## src/rtl/instr_fetch_unit_if.sv

```systemverilog
// Instruction-memory read channel: one-cycle request pulse with a latched
// address, answered by a one-cycle valid strobe carrying the instruction word.
// The fetch unit drives the master side; memory drives the slave side.
interface instr_fetch_unit_if #(
  parameter int AW = 8,
  parameter int IW = 8
);
  logic          imem_req;
  logic [AW-1:0] imem_addr;
  logic [IW-1:0] imem_rdata;
  logic          imem_valid;

  modport master (output imem_req, imem_addr, input  imem_rdata, imem_valid);
  modport slave  (input  imem_req, imem_addr, output imem_rdata, imem_valid);
endinterface

```

## src/rtl/instr_fetch_unit.sv

```systemverilog
// PC/IR fetch stage for the microcoded controller; FETCH_TIMEOUT_EN adds a WAIT watchdog.
// Latency: command sampled at N -> imem_req at N+1; valid at N+k -> IR/fetch_done at N+k+1.
// Backpressure: none; memory paces fetches via imem_valid, a held command fetches once.
module instr_fetch_unit #(
  parameter int            AW        = 8,
  parameter int            IW        = 8,
  parameter logic [AW-1:0] LAST_ADDR = '1,
  parameter int            TIMEOUT   = 16
) (
  input  logic                 clock,
  input  logic                 reset_n,
  input  logic [1:0]           mcontrol,
  input  logic                 pcd,
  input  logic                 pc_load,
  input  logic [AW-1:0]        pc_din,
  instr_fetch_unit_if.master   imem,
  output logic [3:0]           ir_out,
  output logic [IW-5:0]        ir_operand,
  output logic [AW-1:0]        pc,
  output logic                 fetch_done,
  output logic                 busy,
  output logic                 y,
  output logic                 fetch_err
);

  localparam logic [1:0] CMD_FETCH = 2'b01;

  typedef enum logic [2:0] {S_IDLE, S_REQ, S_WAIT, S_DONE, S_HALT} state_t;

  state_t        state_q, state_d;
  logic          pcd_q;
  logic          inc;
  logic          req_d;
  logic [AW-1:0] addr_d;
  logic [3:0]    ir_d;
  logic [IW-5:0] opnd_d;
  logic          done_d;

  // Only the rising edge of pcd counts, so a held strobe advances once.
  assign inc = pcd & ~pcd_q;

  always_ff @(posedge clock or negedge reset_n) begin
    if (!reset_n) begin
      pcd_q <= 1'b0;
      pc    <= '0;
      y     <= 1'b0;
    end else begin
      pcd_q <= pcd;
      if (pc_load) begin
        pc <= pc_din;
      end else if (inc) begin
        if (pc == LAST_ADDR) y  <= 1'b1;
        else                 pc <= pc + 1'b1;
      end
    end
  end

`ifdef FETCH_TIMEOUT_EN
  localparam int CW = $clog2(TIMEOUT + 1);
  logic [CW-1:0] cnt_q, cnt_d;
  logic          err_d;
`endif

  always_comb begin
    state_d = state_q;
    req_d   = 1'b0;
    addr_d  = imem.imem_addr;
    ir_d    = ir_out;
    opnd_d  = ir_operand;
    done_d  = 1'b0;
`ifdef FETCH_TIMEOUT_EN
    cnt_d   = cnt_q;
    err_d   = fetch_err;
`endif
    case (state_q)
      S_IDLE: begin
        if (y) begin
          state_d = S_HALT;
        end else if (mcontrol == CMD_FETCH) begin
          addr_d  = pc;
          req_d   = 1'b1;
          state_d = S_REQ;
`ifdef FETCH_TIMEOUT_EN
          cnt_d   = '0;
`endif
        end
      end
      S_REQ, S_WAIT: begin
        if (imem.imem_valid) begin
          ir_d    = imem.imem_rdata[IW-1:IW-4];
          opnd_d  = imem.imem_rdata[IW-5:0];
          done_d  = 1'b1;
          state_d = S_DONE;
        end else if (state_q == S_REQ) begin
          state_d = S_WAIT;
`ifdef FETCH_TIMEOUT_EN
        end else if (cnt_q == CW'(TIMEOUT - 1)) begin
          // Memory never answered: retire a NOP so the controller keeps moving.
          ir_d    = 4'b0000;
          opnd_d  = '0;
          done_d  = 1'b1;
          err_d   = 1'b1;
          state_d = S_DONE;
        end else begin
          cnt_d   = cnt_q + 1'b1;
`endif
        end
      end
      S_DONE: begin
        if (mcontrol != CMD_FETCH) state_d = y ? S_HALT : S_IDLE;
      end
      S_HALT: begin
        state_d = S_HALT;
      end
      default: begin
        state_d = S_IDLE;
      end
    endcase
  end

  always_ff @(posedge clock or negedge reset_n) begin
    if (!reset_n) begin
      state_q        <= S_IDLE;
      imem.imem_req  <= 1'b0;
      imem.imem_addr <= '0;
      ir_out         <= 4'b0000;
      ir_operand     <= '0;
      fetch_done     <= 1'b0;
    end else begin
      state_q        <= state_d;
      imem.imem_req  <= req_d;
      imem.imem_addr <= addr_d;
      ir_out         <= ir_d;
      ir_operand     <= opnd_d;
      fetch_done     <= done_d;
    end
  end

`ifdef FETCH_TIMEOUT_EN
  always_ff @(posedge clock or negedge reset_n) begin
    if (!reset_n) begin
      cnt_q     <= '0;
      fetch_err <= 1'b0;
    end else begin
      cnt_q     <= cnt_d;
      fetch_err <= err_d;
    end
  end
`else
  assign fetch_err = 1'b0;
`endif

  assign busy = (state_q == S_REQ) || (state_q == S_WAIT);

endmodule

```

## src/flat_wrapper.sv

```systemverilog
// flat-port wrapper written by rule: the top's interface ports become plain ports
module instr_fetch_unit_flat 
#(
  parameter int            AW        = 8,
  parameter int            IW        = 8,
  parameter logic [AW-1:0] LAST_ADDR = '1,
  parameter int            TIMEOUT   = 16
)
  (clock, reset_n, mcontrol, pcd, pc_load, pc_din, ir_out, ir_operand, pc, fetch_done, busy, y, fetch_err, imem_imem_req, imem_imem_addr, imem_imem_rdata, imem_imem_valid);
  instr_fetch_unit_if #(.AW(AW), .IW(IW)) imem_i ();
  input  logic clock;
  input  logic reset_n;
  input  logic [1:0] mcontrol;
  input  logic pcd;
  input  logic pc_load;
  input  logic [AW-1:0] pc_din;
  output logic [3:0] ir_out;
  output logic [IW-5:0] ir_operand;
  output logic [AW-1:0] pc;
  output logic fetch_done;
  output logic busy;
  output logic y;
  output logic fetch_err;
  output wire logic [$bits(imem_i.imem_req)-1:0] imem_imem_req;
  output wire logic [$bits(imem_i.imem_addr)-1:0] imem_imem_addr;
  input wire logic [$bits(imem_i.imem_rdata)-1:0] imem_imem_rdata;
  input wire logic [$bits(imem_i.imem_valid)-1:0] imem_imem_valid;
  assign imem_imem_req = imem_i.imem_req;
  assign imem_imem_addr = imem_i.imem_addr;
  assign imem_i.imem_rdata = imem_imem_rdata;
  assign imem_i.imem_valid = imem_imem_valid;
  instr_fetch_unit #(.AW(AW), .IW(IW), .LAST_ADDR(LAST_ADDR), .TIMEOUT(TIMEOUT)) u_core (.clock(clock), .reset_n(reset_n), .mcontrol(mcontrol), .pcd(pcd), .pc_load(pc_load), .pc_din(pc_din), .imem(imem_i), .ir_out(ir_out), .ir_operand(ir_operand), .pc(pc), .fetch_done(fetch_done), .busy(busy), .y(y), .fetch_err(fetch_err));
endmodule
```

## config.mk

```make
export PLATFORM = sky130hd
export DESIGN_NAME = instr_fetch_unit_flat
export DESIGN_NICKNAME = d
export VERILOG_FILES = /design/src/rtl/instr_fetch_unit_if.sv /design/src/rtl/instr_fetch_unit.sv /design/src/flat_wrapper.sv
export SDC_FILE = /design/constraint.sdc
export NUM_CORES = 1
export LEC_CHECK = 0
export CAP_MARGIN = 15
export CORE_MARGIN = 1
export CORE_UTILIZATION = 47
export CTS_CLUSTER_SIZE = 14
export DETAILED_ROUTE_END_ITERATION = 10
export PLACE_DENSITY = 0.83
export SYNTH_ARGS = -nofsm -noshare
export SYNTH_HDL_FRONTEND = slang
export SYNTH_SLANG_ARGS = --single-unit
export TNS_END_PERCENT = 20
```

## constraint.sdc

```tcl
create_clock -name clock -period 4 [get_ports clock]
set_input_delay 0.8 -clock clock [delete_from_list [all_inputs] [get_ports clock]]
set_output_delay 0.8 -clock clock [all_outputs]
set_load 0.005 [all_outputs]
```

## Yosys cells after proc, flatten, opt, wreduce, memory -nomap -nowiden

Index checks and enable logic that the tools add are counted.

- Register bits after elaboration: 31
- Input port bits: 23
- Output and inout port bits: 29
- Word-level logic and storage cells: 49

- Add/sub/neg operators: 1
- Eq/ne operators: 11
- Multiplexer cells: 15
- Bitwise logic cells: 4
- Reductions and logical operators: 9

Operators by type and width:

| cell | number |
|---|---|
| $mux W8 | 3 |
| $mux W3 | 6 |
| $pmux W3 S4 | 1 |
| $reduce_and A3 Y1 | 3 |
| $add A8 B1 Y8 const B | 1 |
| $eq A8 B8 Y1 const B | 1 |
| $eq A3 B2 Y1 const B | 2 |
| $mux W1 | 5 |
| $ne A2 B1 Y1 const B | 2 |
| $reduce_and A2 Y1 | 2 |
| $eq A3 B1 Y1 const B | 1 |
| $eq A3 B3 Y1 const B | 1 |
| $logic_not A3 Y1 | 1 |
| $ne A3 B1 Y1 const B | 1 |
| $ne A3 B2 Y1 const B | 1 |
| $not A1 Y1 | 3 |
| $eq A2 B1 Y1 const B | 1 |
| $ne A2 B2 Y1 const B | 1 |
| $reduce_bool A2 Y1 | 1 |
| $reduce_or A2 Y1 | 1 |
| $and A1 B1 Y1 | 1 |
| $logic_or A1 B1 Y1 | 1 |

## Logic depth before layout (Yosys ltp)

- Word-level depth: 4
- Depth in mapped cells: 5
- Mapped depth without buffers: 4

## Least setup slack after synthesis

OpenSTA, ideal clock, no wires.

- Path type: in2reg
- Start point: in mcontrol[0]
- End point: reg u_core.imem.imem_addr[0]
- Library setup time: 0.125 ns
- Data arrival time: 1.520 ns
- Required time: 3.875 ns
- Path slack: 2.356 ns
- Stages: 3
- Buffers on the path: 0
- Path through: nor2b_1 nand3_2 mux2_2

- Longest elaborated chain between the ends: 2

Ends and longest elaborated chain:

| item | RTL line | RTL |
|---|---|---|
| start, declared | flat_wrapper.sv:13 | `input logic [1:0] mcontrol;` |
| $eq A2 B1 Y1 | instr_fetch_unit.sv:79 | `end else if (mcontrol == CMD_FETCH) begin` |
| $reduce_and A3 Y1 (no source line) | n/a |  |
| end signal, assigned | instr_fetch_unit.sv:132 | `imem.imem_addr <= addr_d;` |
| end, declared | instr_fetch_unit_if.sv:13 | `modport master (output imem_req, imem_addr, input imem_rdata, imem_valid);` |

Every way passes these cells.
A chain may end at the register's enable or synchronous reset.

## Final worst setup path

- Start point: reg u_core.state_q[1]
- End point: out busy

- Longest elaborated chain between the ends: 2
- Elaborated cells between the ends (all ways): 3
- Those cells by class: eq/ne (2); reduce/logical (1)

Ends and longest elaborated chain:

| item | RTL line | RTL |
|---|---|---|
| start, declared | instr_fetch_unit.sv:30 | `state_t state_q, state_d;` |
| start signal, assigned | instr_fetch_unit.sv:130 | `state_q <= state_d;` |
| $eq A3 B1 Y1 / $eq A3 B2 Y1 (equally long branches) | instr_fetch_unit.sv:153 | `assign busy = (state_q == S_REQ) \|\| (state_q == S_WAIT);` |
| $logic_or A1 B1 Y1 (*) | instr_fetch_unit.sv:153 |  |
| end, declared | flat_wrapper.sv:21 | `output logic busy;` |

Every way passes the cells marked *; elsewhere a longest branch is shown, timed or not.

==> flow_summary.json <==
{
  "fin_crit_sh_pct": 59.34,
  "synth_area_per_cell_um2": 11.79,
  "startpoint_type": "register",
  "path_max_fanout": 7,
  "port-buffer-count": 50,
  "ctsResizeCount": 0,
  "synth-seq-cells": 31,
  "ys.warnings.count": 0,
  "cp-end-kind": "output pin",
  "synth_compound_area_share_pct": 13.01,
  "fillers": 217,
  "crit_type": "reg2out",
  "clkTransAtPathRegs_ns": 0.09,
  "fin_crit_ns": 2.373,
  "htree_num_levels": 2,
  "max_freq_mhz": 421.3,
  "finalHoldViolCount": 0,
  "synth_top_cell_area_share_pct": 53.08,
  "dp_hpwl_um": 2331,
  "grt.total_usage_pct": 20.76,
  "vias_per_cell": 5.914,
  "tns_ns": 0,
  "fin_hold_ws_ns": 0.5093,
  "hp-start": "u_core.imem.imem_addr[7]",
  "r2r_cells": 3,
  "drtIter0Drc": 42,
  "vdd.ir_drop.worst_uv": 339.8,
  "cts_buffer_depth": 2,
  "grt_setup_unrepaired": "no",
  "synth_top_family_by_area": "simple AND/OR/NAND/NOR gates",
  "maxSlewHeadroom_pct": 57.58,
  "synth_top_cells_by_count": "dfrtp_1, mux2_2, nand2_1",
  "placedCellCount": 200,
  "pwr_density_cell_mw_per_mm2": 556.5,
  "initial_core_util_pct": 51.23,
  "ant_nets": 0,
  "vias": 1236,
  "maxCapViolCount": 0,
  "wire_per_inst_um": 15.50,
  "layout.nets": 201,
  "num_rows": 19,
  "grt_overflow_total": 0,
  "worst_pin_slew_ns": 0.6335,
  "slowest_delay_ns": 0.50,
  "worstPathArrival_ns": 1.57,
  "worstHoldPathType": "reg2reg",
  "multi_input_area_um2": 643.1,
  "cts.sinks": 31,
  "postCtsSetupBuffers": 0,
  "synth_area_leaders": "dfrtp_1, mux2_2, nand2_1",
  "synth_nets": 148,
  "num_antenna_cells": 0,
  "leakagePower_nw": 0.8706,
  "ys_async_sr_fraction_pct": 100.0,
  "status": "complete, but fails checks",
  "synthMuxAreaShare_pct": 13.01,
  "min_to": "u_core.imem.imem_addr[7]",
  "gp_congestion": 0.8723,
  "clock_latency_ns": 0.33,
  "place_ws_ns": 1.602,
  "synth_top_area_cell": "dfrtp_1",
  "die_x_um": 57.76,
  "timing.rr.end": "u_core.ir_operand[1]",
  "final-instance-count-excl-fill": 209,
  "worstReg2RegStart": "u_core.state_q[1]",
  "drv_slew": 0,
  "die_h_um": 57.76,
  "final.setup.worst_slack_ns": 1.627,
  "fin_worst_skew_ns": 0.004407,
  "timing.critical_path.cells": "xnor2_1, nor2_1, clkdlybuf4s50_1",
  "final_layout_size_suffix_gt1_share_pct": 16.29,
  "syn-cell-area_mm2": 0.001461,
  "ctsHoldBuffers": 0,
  "grt_pass1_vias": 1186,
  "syn_to_final_growth_pct": 41.61,
  "finalSetupViolCount": 0,
  "seqCellArea_um2": 775.7,
  "synthCells": 124,
  "synth_fa_ha_area_share_pct": 0.8562,
  "numCtsBuffers": 5,
  "synthSimpleGateAreaFrac_pct": 16.27,
  "drc": 5,
  "hold_depth": 1,
  "synth.yosys.seq_area_share_pct": 53.08,
  "drt_wl_total_um": 3240,
  "grt_max_degree": 25,
  "worstPathRequired_ns": 3.20,
  "firstDrtPassIters": 9,
  "synth.most_common_cell": "dfrtp_1",
  "ys.flop_type": "dfrtp_1",
  "grt_antenna_before_repair": 0,
  "ios": 52,
  "die-area_mm2": 0.003336,
  "cts_root_buf": "clkbuf_4",
  "cts_tree": "done",
  "violations": "design-rule violations",
  "cp_slowest_cell": "clkdlybuf4s50_1",
  "grt_pass1_wl_um": 5237,
  "synth_xor_area_share_pct": 0.5993,
  "ys_types": 41,
  "core_mm2": 0.002853,
  "synth_edf_count": 0,
  "rrSetupSlack_ns": 2.28
}
[sequential cells by signal (all words and copies together) (netlist names)]
name                   flops
u_core.pcd_q               1
u_core.ir_operand          4
u_core.ir_out              4
u_core.state_q             3
u_core.imem.imem_addr      8
u_core.pc                  8
u_core.imem.imem_req       1
u_core.y                   1
u_core.fetch_done          1
[where the power goes]
group / leakage, nW / internal, W / switching [W]
Combinational: 0.455 / 0.000312 / 0.000142
Clock: 0.0386 / 0.000103 / 0.000102
Sequential: 0.377 / 0.000419 / 0.0000743
Total: 0.871 / 0.000833 / 0.000318
[cells by family (layout without fill, tap and decap cells)]
group / Yosys count / count (layout)
flip-flops: 31 / 31
XOR/XNOR: 1 / 1
AND/OR/NAND/NOR: 41 / 41
AO/OA/AOI/OAI: 24 / 24
other: 1 / 1
adder cells (fa/ha/maj): 1 / 1
buffers and inverters: 8 / 62
multiplexers: 17 / 17
[worst max-delay path by stage]
| stage | cells past startpoint | startpoint | to |
|---|---|---|---|
| after floorplan | 3 | mcontrol[0] | u_core.imem.imem_addr[0] |
| after global placement | 3 | imem_imem_valid | u_core.ir_operand[0] |
| after detailed placement | 3 | imem_imem_valid | u_core.ir_operand[0] |
| after CTS | 3 | u_core.state_q[1] | busy |
| after global routing | 3 | u_core.state_q[1] | busy |
| final | 3 | u_core.state_q[1] | busy |
[through the flow]
stage	instance area (µm²)	power, W	util, %
after floorplan	1461	0.0006975	-
after global placement	1973	0.0009336	69.17
after detailed placement	1973	0.0009520	69.17
after CTS	2042	0.001158	71.58
after global routing	2069	0.001230	72.54
final	2069	0.001152	72.54
[placed cells by master (no fill, tap or decap), drive strengths merged, types with 6 or more instances in the layout]
cell type and instances:
clkbuf 8, mux2 16, clkdlybuf4s50 50, nor2 7
dfrtp 31, o211ai 6, nand2 13
[per-layer routing]
metal	part of all wire (%)	routed length [µm]	global-route usage [%]
met1	43	1388	25.77
met2	48	1564	33.72
met3	7.3	237	6.920
met4	1.5	50	8.163
met5	0	0	0
[final cells by class]
class	count	share of cell area, %
repair buffers	52	25.88
inverters	2	0.3628
well taps	31	1.874
multi-input cells	85	31.08
clock buffers	8	3.325
flip-flops and latches	31	37.48
[critical path: cells and delay by family, from the launching register on]
kind	cells	cell delay [ns]
buf+inv	1	0.50
flops	1	0.47
xor+xnor	1	0.18
simple gates	1	0.09
No activity file was read; power rests on OpenSTA's default activity.
